### config.mk
export PLATFORM = sky130hd
export DESIGN_NAME = alu_arbiter_flat
export DESIGN_NICKNAME = d
export VERILOG_FILES = /design/src/rtl/alu_arbiter_if.sv /design/src/rtl/alu_arbiter.sv /design/src/flat_wrapper.sv
export SDC_FILE = /design/constraint.sdc
export NUM_CORES = 1
export LEC_CHECK = 0
export CAP_MARGIN = 20
export CORE_ASPECT_RATIO = 2
export CORE_UTILIZATION = 38
export CTS_CLUSTER_SIZE = 12
export DETAILED_ROUTE_END_ITERATION = 8
export PLACE_DENSITY = 0.84
export SLEW_MARGIN = 0
export SYNTH_ARGS = -nofsm -noshare
export SYNTH_HDL_FRONTEND = slang
export SYNTH_SLANG_ARGS = --single-unit
### constraint.sdc
create_clock -name clk -period 5 [get_ports clk]
set_input_delay 1 -clock clk [delete_from_list [all_inputs] [get_ports clk]]
set_output_delay 1 -clock clk [all_outputs]
set_load 0.005 [all_outputs]
### src/rtl/alu_arbiter_if.sv
// Bundle of handshake and ALU-side signals for alu_arbiter.
// slave  : view taken by the arbiter itself.
// master : view taken by the surrounding logic (requesters, response sink, external ALU).
interface alu_arbiter_if #(
    parameter int WIDTH = 32,
    parameter int SEL_W = 4
);
    logic             req0_valid;
    logic             req0_ready;
    logic [WIDTH-1:0] req0_a;
    logic [WIDTH-1:0] req0_b;
    logic [SEL_W-1:0] req0_sel;

    logic             req1_valid;
    logic             req1_ready;
    logic [WIDTH-1:0] req1_a;
    logic [WIDTH-1:0] req1_b;
    logic [SEL_W-1:0] req1_sel;

    logic             resp0_valid;
    logic             resp1_valid;
    logic             resp_ready;
    logic [WIDTH-1:0] resp_data;
    logic             resp_zero;
    logic             resp_err;

    logic [WIDTH-1:0] alu_a;
    logic [WIDTH-1:0] alu_b;
    logic [SEL_W-1:0] alu_select;
    logic [WIDTH-1:0] alu_out;
    logic             alu_flag;

    logic             busy;

    modport slave (
        input  req0_valid, req0_a, req0_b, req0_sel,
        input  req1_valid, req1_a, req1_b, req1_sel,
        input  resp_ready, alu_out, alu_flag,
        output req0_ready, req1_ready,
        output resp0_valid, resp1_valid, resp_data, resp_zero, resp_err,
        output alu_a, alu_b, alu_select, busy
    );

    modport master (
        output req0_valid, req0_a, req0_b, req0_sel,
        output req1_valid, req1_a, req1_b, req1_sel,
        output resp_ready, alu_out, alu_flag,
        input  req0_ready, req1_ready,
        input  resp0_valid, resp1_valid, resp_data, resp_zero, resp_err,
        input  alu_a, alu_b, alu_select, busy
    );
endinterface

### src/rtl/alu_arbiter.sv
// alu_arbiter: round-robin sharing of one external combinational ALU between two
// requesters. One operation in flight: IDLE (accept) -> EXEC (capture ALU) -> RESP.
// Optional feature macro: ALU_OP_CHECK_EN -- when defined, illegal selects are
// accepted but answered directly from IDLE with resp_err=1 and zero data.
module alu_arbiter #(
    parameter int   WIDTH     = 32,
    parameter int   SEL_W     = 4,
    parameter logic START_PTR = 1'b0
) (
    input  logic          clk,
    input  logic          reset,
    alu_arbiter_if.slave  bus
);

    localparam logic [1:0] S_IDLE = 2'b00;
    localparam logic [1:0] S_EXEC = 2'b01;
    localparam logic [1:0] S_RESP = 2'b10;

`ifdef ALU_OP_CHECK_EN
    // Legal selects: add, sub, slt and the 01xx logic group.
    function automatic logic op_legal(input logic [SEL_W-1:0] sel);
        logic legal;
        if ((sel == 4'b0000) || (sel == 4'b0010) || (sel == 4'b1010) || (sel[3:2] == 2'b01)) begin
            legal = 1'b1;
        end else begin
            legal = 1'b0;
        end
        return legal;
    endfunction
`endif

    logic [1:0]       state_q, state_d;
    logic             ptr_q, ptr_d;
    logic             owner_q, owner_d;
    logic [WIDTH-1:0] a_q, a_d;
    logic [WIDTH-1:0] b_q, b_d;
    logic [SEL_W-1:0] sel_q, sel_d;
    logic [WIDTH-1:0] data_q, data_d;
    logic             zero_q, zero_d;
    logic             err_q, err_d;
    logic             rv0_q, rv0_d;
    logic             rv1_q, rv1_d;

    logic             grant_s;
    logic             accept_s;
    logic             illegal_s;
    logic [WIDTH-1:0] g_a_s;
    logic [WIDTH-1:0] g_b_s;
    logic [SEL_W-1:0] g_sel_s;

    // Round-robin grant: pointer breaks ties, otherwise the lone valid requester wins.
    always_comb begin
        grant_s = 1'b0;
        if (bus.req0_valid && bus.req1_valid) begin
            grant_s = ptr_q;
        end else if (bus.req1_valid) begin
            grant_s = 1'b1;
        end else begin
            grant_s = 1'b0;
        end
        accept_s = (state_q == S_IDLE) && (bus.req0_valid || bus.req1_valid);
        g_a_s    = grant_s ? bus.req1_a   : bus.req0_a;
        g_b_s    = grant_s ? bus.req1_b   : bus.req0_b;
        g_sel_s  = grant_s ? bus.req1_sel : bus.req0_sel;
`ifdef ALU_OP_CHECK_EN
        illegal_s = accept_s && !op_legal(g_sel_s);
`else
        illegal_s = 1'b0;
`endif
    end

    // Next-state logic for the IDLE -> EXEC -> RESP sequence and all datapath registers.
    always_comb begin
        state_d = state_q;
        ptr_d   = ptr_q;
        owner_d = owner_q;
        a_d     = a_q;
        b_d     = b_q;
        sel_d   = sel_q;
        data_d  = data_q;
        zero_d  = zero_q;
        err_d   = err_q;
        rv0_d   = rv0_q;
        rv1_d   = rv1_q;
        case (state_q)
            S_IDLE: begin
                if (accept_s) begin
                    a_d     = g_a_s;
                    b_d     = g_b_s;
                    sel_d   = g_sel_s;
                    owner_d = grant_s;
                    ptr_d   = ~grant_s;
                    if (illegal_s) begin
                        // Answer straight away without touching the ALU.
                        data_d  = {WIDTH{1'b0}};
                        zero_d  = 1'b0;
                        err_d   = 1'b1;
                        rv0_d   = ~grant_s;
                        rv1_d   = grant_s;
                        state_d = S_RESP;
                    end else begin
                        state_d = S_EXEC;
                    end
                end else begin
                    state_d = S_IDLE;
                end
            end
            S_EXEC: begin
                data_d  = bus.alu_out;
                zero_d  = bus.alu_flag;
                err_d   = 1'b0;
                rv0_d   = ~owner_q;
                rv1_d   = owner_q;
                state_d = S_RESP;
            end
            S_RESP: begin
                if (bus.resp_ready) begin
                    rv0_d   = 1'b0;
                    rv1_d   = 1'b0;
                    state_d = S_IDLE;
                end else begin
                    state_d = S_RESP;
                end
            end
            default: begin
                rv0_d   = 1'b0;
                rv1_d   = 1'b0;
                state_d = S_IDLE;
            end
        endcase
    end

    // State and datapath registers; reset drops any operation in flight.
    always_ff @(posedge clk or posedge reset) begin
        if (reset) begin
            state_q <= S_IDLE;
            ptr_q   <= START_PTR;
            owner_q <= 1'b0;
            a_q     <= {WIDTH{1'b0}};
            b_q     <= {WIDTH{1'b0}};
            sel_q   <= {SEL_W{1'b0}};
            data_q  <= {WIDTH{1'b0}};
            zero_q  <= 1'b0;
            err_q   <= 1'b0;
            rv0_q   <= 1'b0;
            rv1_q   <= 1'b0;
        end else begin
            state_q <= state_d;
            ptr_q   <= ptr_d;
            owner_q <= owner_d;
            a_q     <= a_d;
            b_q     <= b_d;
            sel_q   <= sel_d;
            data_q  <= data_d;
            zero_q  <= zero_d;
            err_q   <= err_d;
            rv0_q   <= rv0_d;
            rv1_q   <= rv1_d;
        end
    end

    assign bus.req0_ready  = accept_s && !grant_s;
    assign bus.req1_ready  = accept_s && grant_s;
    assign bus.resp0_valid = rv0_q;
    assign bus.resp1_valid = rv1_q;
    assign bus.resp_data   = data_q;
    assign bus.resp_zero   = zero_q;
    assign bus.resp_err    = err_q;
    assign bus.alu_a       = a_q;
    assign bus.alu_b       = b_q;
    assign bus.alu_select  = sel_q;
    assign bus.busy        = (state_q != S_IDLE);

endmodule

### src/flat_wrapper.sv
// flat-port wrapper written by rule: the top's interface ports become plain ports
module alu_arbiter_flat 
#(
    parameter int   WIDTH     = 32,
    parameter int   SEL_W     = 4,
    parameter logic START_PTR = 1'b0
)
  (clk, reset, bus_req0_valid, bus_req0_a, bus_req0_b, bus_req0_sel, bus_req1_valid, bus_req1_a, bus_req1_b, bus_req1_sel, bus_resp_ready, bus_alu_out, bus_alu_flag, bus_req0_ready, bus_req1_ready, bus_resp0_valid, bus_resp1_valid, bus_resp_data, bus_resp_zero, bus_resp_err, bus_alu_a, bus_alu_b, bus_alu_select, bus_busy);
  alu_arbiter_if #(.WIDTH(WIDTH), .SEL_W(SEL_W)) bus_i ();
  input  logic clk;
  input  logic reset;
  input wire logic [$bits(bus_i.req0_valid)-1:0] bus_req0_valid;
  input wire logic [$bits(bus_i.req0_a)-1:0] bus_req0_a;
  input wire logic [$bits(bus_i.req0_b)-1:0] bus_req0_b;
  input wire logic [$bits(bus_i.req0_sel)-1:0] bus_req0_sel;
  input wire logic [$bits(bus_i.req1_valid)-1:0] bus_req1_valid;
  input wire logic [$bits(bus_i.req1_a)-1:0] bus_req1_a;
  input wire logic [$bits(bus_i.req1_b)-1:0] bus_req1_b;
  input wire logic [$bits(bus_i.req1_sel)-1:0] bus_req1_sel;
  input wire logic [$bits(bus_i.resp_ready)-1:0] bus_resp_ready;
  input wire logic [$bits(bus_i.alu_out)-1:0] bus_alu_out;
  input wire logic [$bits(bus_i.alu_flag)-1:0] bus_alu_flag;
  output wire logic [$bits(bus_i.req0_ready)-1:0] bus_req0_ready;
  output wire logic [$bits(bus_i.req1_ready)-1:0] bus_req1_ready;
  output wire logic [$bits(bus_i.resp0_valid)-1:0] bus_resp0_valid;
  output wire logic [$bits(bus_i.resp1_valid)-1:0] bus_resp1_valid;
  output wire logic [$bits(bus_i.resp_data)-1:0] bus_resp_data;
  output wire logic [$bits(bus_i.resp_zero)-1:0] bus_resp_zero;
  output wire logic [$bits(bus_i.resp_err)-1:0] bus_resp_err;
  output wire logic [$bits(bus_i.alu_a)-1:0] bus_alu_a;
  output wire logic [$bits(bus_i.alu_b)-1:0] bus_alu_b;
  output wire logic [$bits(bus_i.alu_select)-1:0] bus_alu_select;
  output wire logic [$bits(bus_i.busy)-1:0] bus_busy;
  assign bus_i.req0_valid = bus_req0_valid;
  assign bus_i.req0_a = bus_req0_a;
  assign bus_i.req0_b = bus_req0_b;
  assign bus_i.req0_sel = bus_req0_sel;
  assign bus_i.req1_valid = bus_req1_valid;
  assign bus_i.req1_a = bus_req1_a;
  assign bus_i.req1_b = bus_req1_b;
  assign bus_i.req1_sel = bus_req1_sel;
  assign bus_i.resp_ready = bus_resp_ready;
  assign bus_i.alu_out = bus_alu_out;
  assign bus_i.alu_flag = bus_alu_flag;
  assign bus_req0_ready = bus_i.req0_ready;
  assign bus_req1_ready = bus_i.req1_ready;
  assign bus_resp0_valid = bus_i.resp0_valid;
  assign bus_resp1_valid = bus_i.resp1_valid;
  assign bus_resp_data = bus_i.resp_data;
  assign bus_resp_zero = bus_i.resp_zero;
  assign bus_resp_err = bus_i.resp_err;
  assign bus_alu_a = bus_i.alu_a;
  assign bus_alu_b = bus_i.alu_b;
  assign bus_alu_select = bus_i.alu_select;
  assign bus_busy = bus_i.busy;
  alu_arbiter #(.WIDTH(WIDTH), .SEL_W(SEL_W), .START_PTR(START_PTR)) u_core (.clk(clk), .reset(reset), .bus(bus_i));
endmodule
==> impl_metrics.py, run 1 <==
metrics = {
    "cells_and_area": {
        "multi_input_area_sq_um": 1778,
        "fin_cells": 817,
        "fillCellCount": 994,
        "seq_area_sq_um": 2678,
        "diodes": 0,
        "fin_nets": 839,
        "area_growth_pct": 65.40,
        "final_layout_size_suffix_gt1_frac": 0.04627,
    },
    "yosys": {
        "netlist_top_cells_area": "dfrtp_1 57%, a221o_1 14%, mux2_1 7.9%",
        "yosysTopAreaCell": "dfrtp_1",
        "syn_area_per_cell_sq_um": 11.46,
        "syn_inst": 411,
        "synth_cell_types": 22,
        "ys_warn_count": 0,
        "syn-num-nets": 585,
        "synth_top_area_frac": 0.5682,
        "ys_ff_latch": 107,
        "ys_seq_area_frac": 0.5682,
        "synth_area_sq_um": 4712,
    },
    "min_path": {
        "hold_path.class": "flip-flop to flip-flop",
        "min_to": "u_core.bus.resp_data[3]",
        "hold_path.startpoint": "u_core.bus.resp_data[3]",
        "holdPathStages": 1,
    },
    "critical_path": {
        "critPathCaptureType": "output port",
        "crit_family": "buffers and inverters",
        "ff2ff_path_depth": 5,
        "path_max_fanout": 3,
        "timing.rr.end": "u_core.bus.alu_b[10]",
        "worstSetupPathType": "input port to output port",
        "worstPathArrival_ps": 2450,
        "cp_num_buf_inv": 2,
        "r2r-start": "u_core.state_q[0]",
        "cp_cell_sequence": "clkdlybuf4s50_1 -> nor2b_4 -> nand2b_1 -> nor2_1 -> clkdlybuf4s50_1",
        "cp_slowest_stage_delay_ps": 530,
        "crit_path_frequent_cell": "clkdlybuf4s50_1",
        "cp_slowest_cell": "clkdlybuf4s50_1",
        "crit_path_start_kind": "input port",
        "reg2reg_setup_slack_ps": 3020,
        "crit_required_ps": 4000,
    },
    "detailed_routing": {
        "avgViaCountPerCell": 5.492,
        "postRouteAntennaNets": 0,
        "wire_per_inst_um": 18.67,
        "dr_total_vias": 4487,
        "finalWirelength_um": 15260,
        "initialDrtViolationCount": 225,
        "drc": 0,
        "firstDrtPassIters": 4,
    },
    "timing": {
        "rsz0062_at_grt": "false",
        "relSlewSlack": 0.2619,
        "final_min_period_over_clock_period": 0.6892,
        "skew_ps": 10.26,
        "holdWs_ps": 490.2,
        "setup_slack_ps": 1554,
        "fin_tns_setup_ps": 0,
        "hold_violations": 0,
        "timing.fmax_ghz": 0.2902,
        "report.final.slew_viol_count": 0,
        "setup_violations": 0,
        "tightest_slew_ps": 1103,
        "min_period_ps": 3446,
    },
    "grt": {
        "grt_use_total": 0.2420,
        "grt_max_degree": 70,
        "grt_overflow": 0,
        "grt_first_pass_wirelength_um": 23750,
        "grt_pass1_vias": 4806,
        "grt_antenna_before_repair": 0,
    },
    "floorplanning": {
        "die_w_um": 80.74,
        "start_util": 0.3886,
        "core_area_sq_um": 12120,
        "die_area_sq_um": 12880,
        "die_y_um": 159.5,
        "rows": 57,
        "ios": 281,
    },
    "clock_tree": {
        "clk_pin_slew_ps": 70,
        "htreeDepth": 3,
        "cts.sinks": 107,
        "cts_setup_buffers": 0,
        "clockBufferDepth": 2,
        "ctsResizeCount": 0,
        "clock-root-buffer": "clkbuf_16",
        "cts_tree": "built",
        "ctsHoldBuffers": 0,
        "insertion_delay_ps": 340,
        "cts_buffers": 9,
    },
    "job": {
        "cap_violations": 0,
    },
    "placed_design": {
        "hpwlAfterDp_um": 11240,
        "dp_slack_ps": 1547,
        "gp_congestion": 0.8357,
        "numPortBuffers": 279,
        "dp.cells": 801,
    },
    "power": {
        "cellLeakagePower_uw": 0.003207,
        "power_density_nw_per_um2": 561.7,
        "irDropWorstVdd_uv": 663.1,
        "power_uw": 4378,
    },
    "run_status": {
        "status": "finished, final reports clean",
    },
}
==> logic make-up after synthesis <==
logic type,after synthesis,share of synthesized area
AOI/OAI and AO/OA,73,0.1506
and+or+nand+nor,148,0.1386
buffers and inverters,47,0.05869
muxes,35,0.08311
other,1,0.0007958
DFF,107,0.5682
==> report_power, final <==
| group | total (uW) | leakage, uW | internal (uW) | switching, uW |
|---|---|---|---|---|
| logic | 2120 | 0.00177 | 1280 | 843 |
| clock network | 690 | 0.000139 | 352 | 338 |
| registers | 1560 | 0.00130 | 1300 | 264 |
| total | 4380 | 0.00321 | 2930 | 1440 |
==> flip-flops by register name, summed over array words and instances, names as in the netlist <==
signal,count
u_core.bus.alu_a,32
u_core.ptr_q,1
u_core.bus.alu_b,32
u_core.bus.alu_select,4
u_core.bus.resp0_valid,1
u_core.owner_q,1
u_core.bus.resp1_valid,1
u_core.bus.resp_data,32
u_core.bus.resp_zero,1
u_core.state_q,2
==> through the flow <==
step	area [sq um]	utilization
finish	7794	0.6428
detailed placement	7497	0.6184
floorplan	4712	-
global placement	7497	0.6184
CTS	7794	0.6428
global route	7794	0.6428
==> cell usage in the layout (no fill, tap or decap), types with 7 or more instances in the layout <==
cell / count
clkdlybuf4s50_1: 278
dfrtp_1: 107
nand2_1: 73
nor3_1: 68
a221o_1: 68
mux2_1: 33
clkbuf_16: 9
buf_4: 7
==> per-layer routing <==
| metal | vias to the layer above | share of wire | track usage |
|---|---|---|---|
| met5 | - | 0 | 0 |
| met4 | 0 | 0.053 | 0.1542 |
| met3 | 56 | 0.062 | 0.04585 |
| met2 | 220 | 0.54 | 0.4206 |
| met1 | 2173 | 0.34 | 0.2589 |
| li1 | 2038 | - | - |
==> cells in the mapped netlist <==
cell,instances
inv_2,2
o21ai_0,2
o21ai_1,1
mux2_1,33
nor2b_1,1
o22ai_1,1
dfrtp_1,107
buf_4,1
buf_6,9
inv_1,2
buf_2,23
nand2_1,73
and3_1,1
nor3_1,68
nor2_1,2
mux2i_1,2
a21o_1,1
conb_1,1
nand2b_1,2
nor2_2,1
clkbuf_1,10
a221o_1,68
==> final cells by class <==
class	instances	share of cell area
flip-flops and latches	107	0.3436
well taps	147	0.02360
multi-input cells	257	0.2281
clock buffers	9	0.02890
clock inverters	7	0.009151
inverters	4	0.002248
repair buffers	286	0.3644
==> worst max-delay path by stage <==
stage | start | endpoint | cells after the start
3_5_place_dp | bus_req0_valid | bus_req1_ready | 5
5_1_grt | bus_req0_valid | bus_req1_ready | 5
2_1_floorplan | reset | u_core.bus.alu_a[0] | 1
4_1_cts | bus_req0_valid | bus_req1_ready | 5
3_3_place_gp | bus_req0_valid | bus_req1_ready | 5
6_report | bus_req0_valid | bus_req1_ready | 5
==> worst register-to-register path, cell delays in order (launching register included) <==
cell and delay (ps):
dfrtp_1 460, nor2_2 110, inv_2 250, buf_4 540
nor3_1 210, a221o_1 300
Power figures use the tool's default switching activity.
==> inputs of run 2 (changes only) <==
--- a/config.mk
+++ b/config.mk
@@ -7,10 +7,10 @@
 export LEC_CHECK = 0
 export CAP_MARGIN = 20
 export CORE_ASPECT_RATIO = 2
-export CORE_UTILIZATION = 38
+export CORE_UTILIZATION = 34
 export CTS_CLUSTER_SIZE = 12
 export DETAILED_ROUTE_END_ITERATION = 8
-export PLACE_DENSITY = 0.84
+export PLACE_DENSITY = 0.8
 export SLEW_MARGIN = 0
 export SYNTH_ARGS = -nofsm -noshare
 export SYNTH_HDL_FRONTEND = slang
==> constraint.sdc (replaced) <==
create_clock -name clk -period 3 [get_ports clk]
set_input_delay 0.6 -clock clk [delete_from_list [all_inputs] [get_ports clk]]
set_output_delay 0.6 -clock clk [all_outputs]
set_load 0.005 [all_outputs]
==> impl_metrics.py, run 2 (synthesis results as in run 1) <==
metrics = {
    "clock_tree": {
        "cts_setup_buffers": 0,
        "clockBufferDepth": 2,
        "htreeDepth": 3,
        "ctsResizeCount": 0,
        "clk_pin_slew_ps": 70,
        "cts_buffers": 9,
        "ctsHoldBuffers": 0,
        "clock-root-buffer": "clkbuf_16",
        "cts_tree": "built",
        "cts.sinks": 107,
        "insertion_delay_ps": 340,
    },
    "timing": {
        "rsz0062_at_grt": "false",
        "setup_violations": 0,
        "fin_tns_setup_ps": 0,
        "final_min_period_over_clock_period": 0.8849,
        "report.final.slew_viol_count": 0,
        "relSlewSlack": 0.4835,
        "skew_ps": 10.72,
        "timing.fmax_ghz": 0.3767,
        "min_period_ps": 2655,
        "hold_violations": 0,
        "tightest_slew_ps": 774.8,
    },
    "cells_and_area": {
        "layout_common_cells": "278 x clkdlybuf4s50_1, 107 x dfrtp_1, 73 x nand2_1",
        "fin_nets": 840,
        "final_common_cell": "clkdlybuf4s50_1",
        "area_growth_pct": 66.54,
        "diodes": 0,
        "final_layout_size_suffix_gt1_frac": 0.04769,
        "post-route-util": 0.5807,
    },
    "detailed_routing": {
        "dr_total_vias": 4454,
        "avgViaCountPerCell": 5.392,
        "drc": 0,
        "firstDrtPassIters": 4,
        "wire_per_inst_um": 18.99,
        "finalWirelength_um": 15690,
        "postRouteAntennaNets": 0,
        "initialDrtViolationCount": 247,
    },
    "placed_design": {
        "hpwlAfterDp_um": 11330,
        "gp_congestion": 0.8477,
        "numPortBuffers": 279,
    },
    "floorplanning": {
        "core_area_sq_um": 13510,
        "rows": 60,
        "die_area_sq_um": 14360,
        "ios": 281,
        "die_y_um": 168.5,
        "start_util": 0.3487,
        "die_w_um": 85.25,
    },
    "critical_path": {
        "r2r-start": "u_core.state_q[0]",
        "worstPathArrival_ps": 2050,
        "crit_path_frequent_cell": "clkdlybuf4s50_1",
        "reg2reg_setup_slack_ps": 1000,
        "timing.rr.end": "u_core.bus.alu_b[25]",
        "cp_slowest_stage_delay_ps": 550,
        "crit_path_start_kind": "input port",
        "cp_slowest_cell": "clkdlybuf4s50_1",
        "worstSetupPathType": "input port to output port",
        "critPathCaptureType": "output port",
        "ff2ff_path_depth": 5,
        "path_max_fanout": 3,
        "cp_cell_sequence": "clkdlybuf4s50_1 -> nor2b_4 -> nand2b_1 -> nor2_1 -> clkdlybuf4s50_1",
        "crit_required_ps": 2400,
    },
    "min_path": {
        "hold_path.startpoint": "u_core.bus.resp_data[8]",
        "min_to": "u_core.bus.resp_data[8]",
        "hold_path.class": "flip-flop to flip-flop",
        "holdPathStages": 1,
    },
    "job": {
        "cap_violations": 0,
    },
    "run_status": {
        "status": "finished, final reports clean",
    },
    "power": {
        "irDropWorstVdd_uv": 1008,
        "cellLeakagePower_uw": 0.003226,
        "power_density_nw_per_um2": 945.4,
    },
    "grt": {
        "grt_max_degree": 108,
        "grt_antenna_before_repair": 0,
        "grt_overflow": 0,
        "grt_first_pass_wirelength_um": 24360,
        "grt_use_total": 0.2173,
        "grt_pass1_vias": 4673,
    },
}
run 2: critical path: cells and delay by family:
kind	cells	cell delay [ps]
simple gates	3	420
buf+inv	2	1030
run 2: power by group:
| group | total [uW] | internal (uW) | switching [uW] |
|---|---|---|---|
| logic | 3580 | 2140 | 1430 |
| registers | 2600 | 2170 | 431 |
| clock network | 1250 | 673 | 573 |
run 2: per-stage QoR:
stage	area, sq um	hold WS [ps]	instances	total power (uW)	worst slack [ps]
after floorplan	4716	472.0	411	4197	1112
after global placement	7528	472.2	810	6071	337.3
after detailed placement	7528	479.9	810	6224	350.0
after CTS	7848	496.3	826	7497	343.4
after global routing	7848	500.3	826	7840	289.0
final	7848	489.8	826	7419	345.4
run 2: cell type report:
class / count / area (sq um)
timing repair buffer: 287 / 2860
clock buffer: 9 / 225.2
multi-input combinational: 257 / 1778
sequential: 107 / 2678
inverter: 4 / 18.77
clock inverter: 7 / 93.84
fill: 1138 / 5665
tap: 155 / 193.9
run 2: worst max-delay path by stage:
stage,to,start,depth (start not counted),slack (ps)
after global routing,bus_req1_ready,bus_req0_valid,5,290
final,bus_req1_ready,bus_req0_valid,5,350
after floorplan,u_core.bus.alu_a[0],reset,1,1110
after CTS,bus_req1_ready,bus_req0_valid,5,340
after global placement,bus_req1_ready,bus_req0_valid,5,340
after detailed placement,bus_req1_ready,bus_req0_valid,5,350
run 2: per-layer routing:
metal | vias up | global-route usage | share of wire
li1 | 2033 | - | -
met1 | 2164 | 0.2464 | 0.36
met2 | 215 | 0.3888 | 0.54
met3 | 42 | 0.03998 | 0.056
met4 | 0 | 0.1017 | 0.043
met5 | - | 0 | 0
==> inputs of run 3 (changes only) <==
--- a/config.mk
+++ b/config.mk
@@ -5,7 +5,7 @@
 export SDC_FILE = /design/constraint.sdc
 export NUM_CORES = 1
 export LEC_CHECK = 0
-export CAP_MARGIN = 20
+export CAP_MARGIN = 5
 export CORE_ASPECT_RATIO = 2
 export CORE_UTILIZATION = 34
 export CTS_CLUSTER_SIZE = 12
==> results of run 3 <==
Final layout, timing and power as in run 2 (identical DEF).
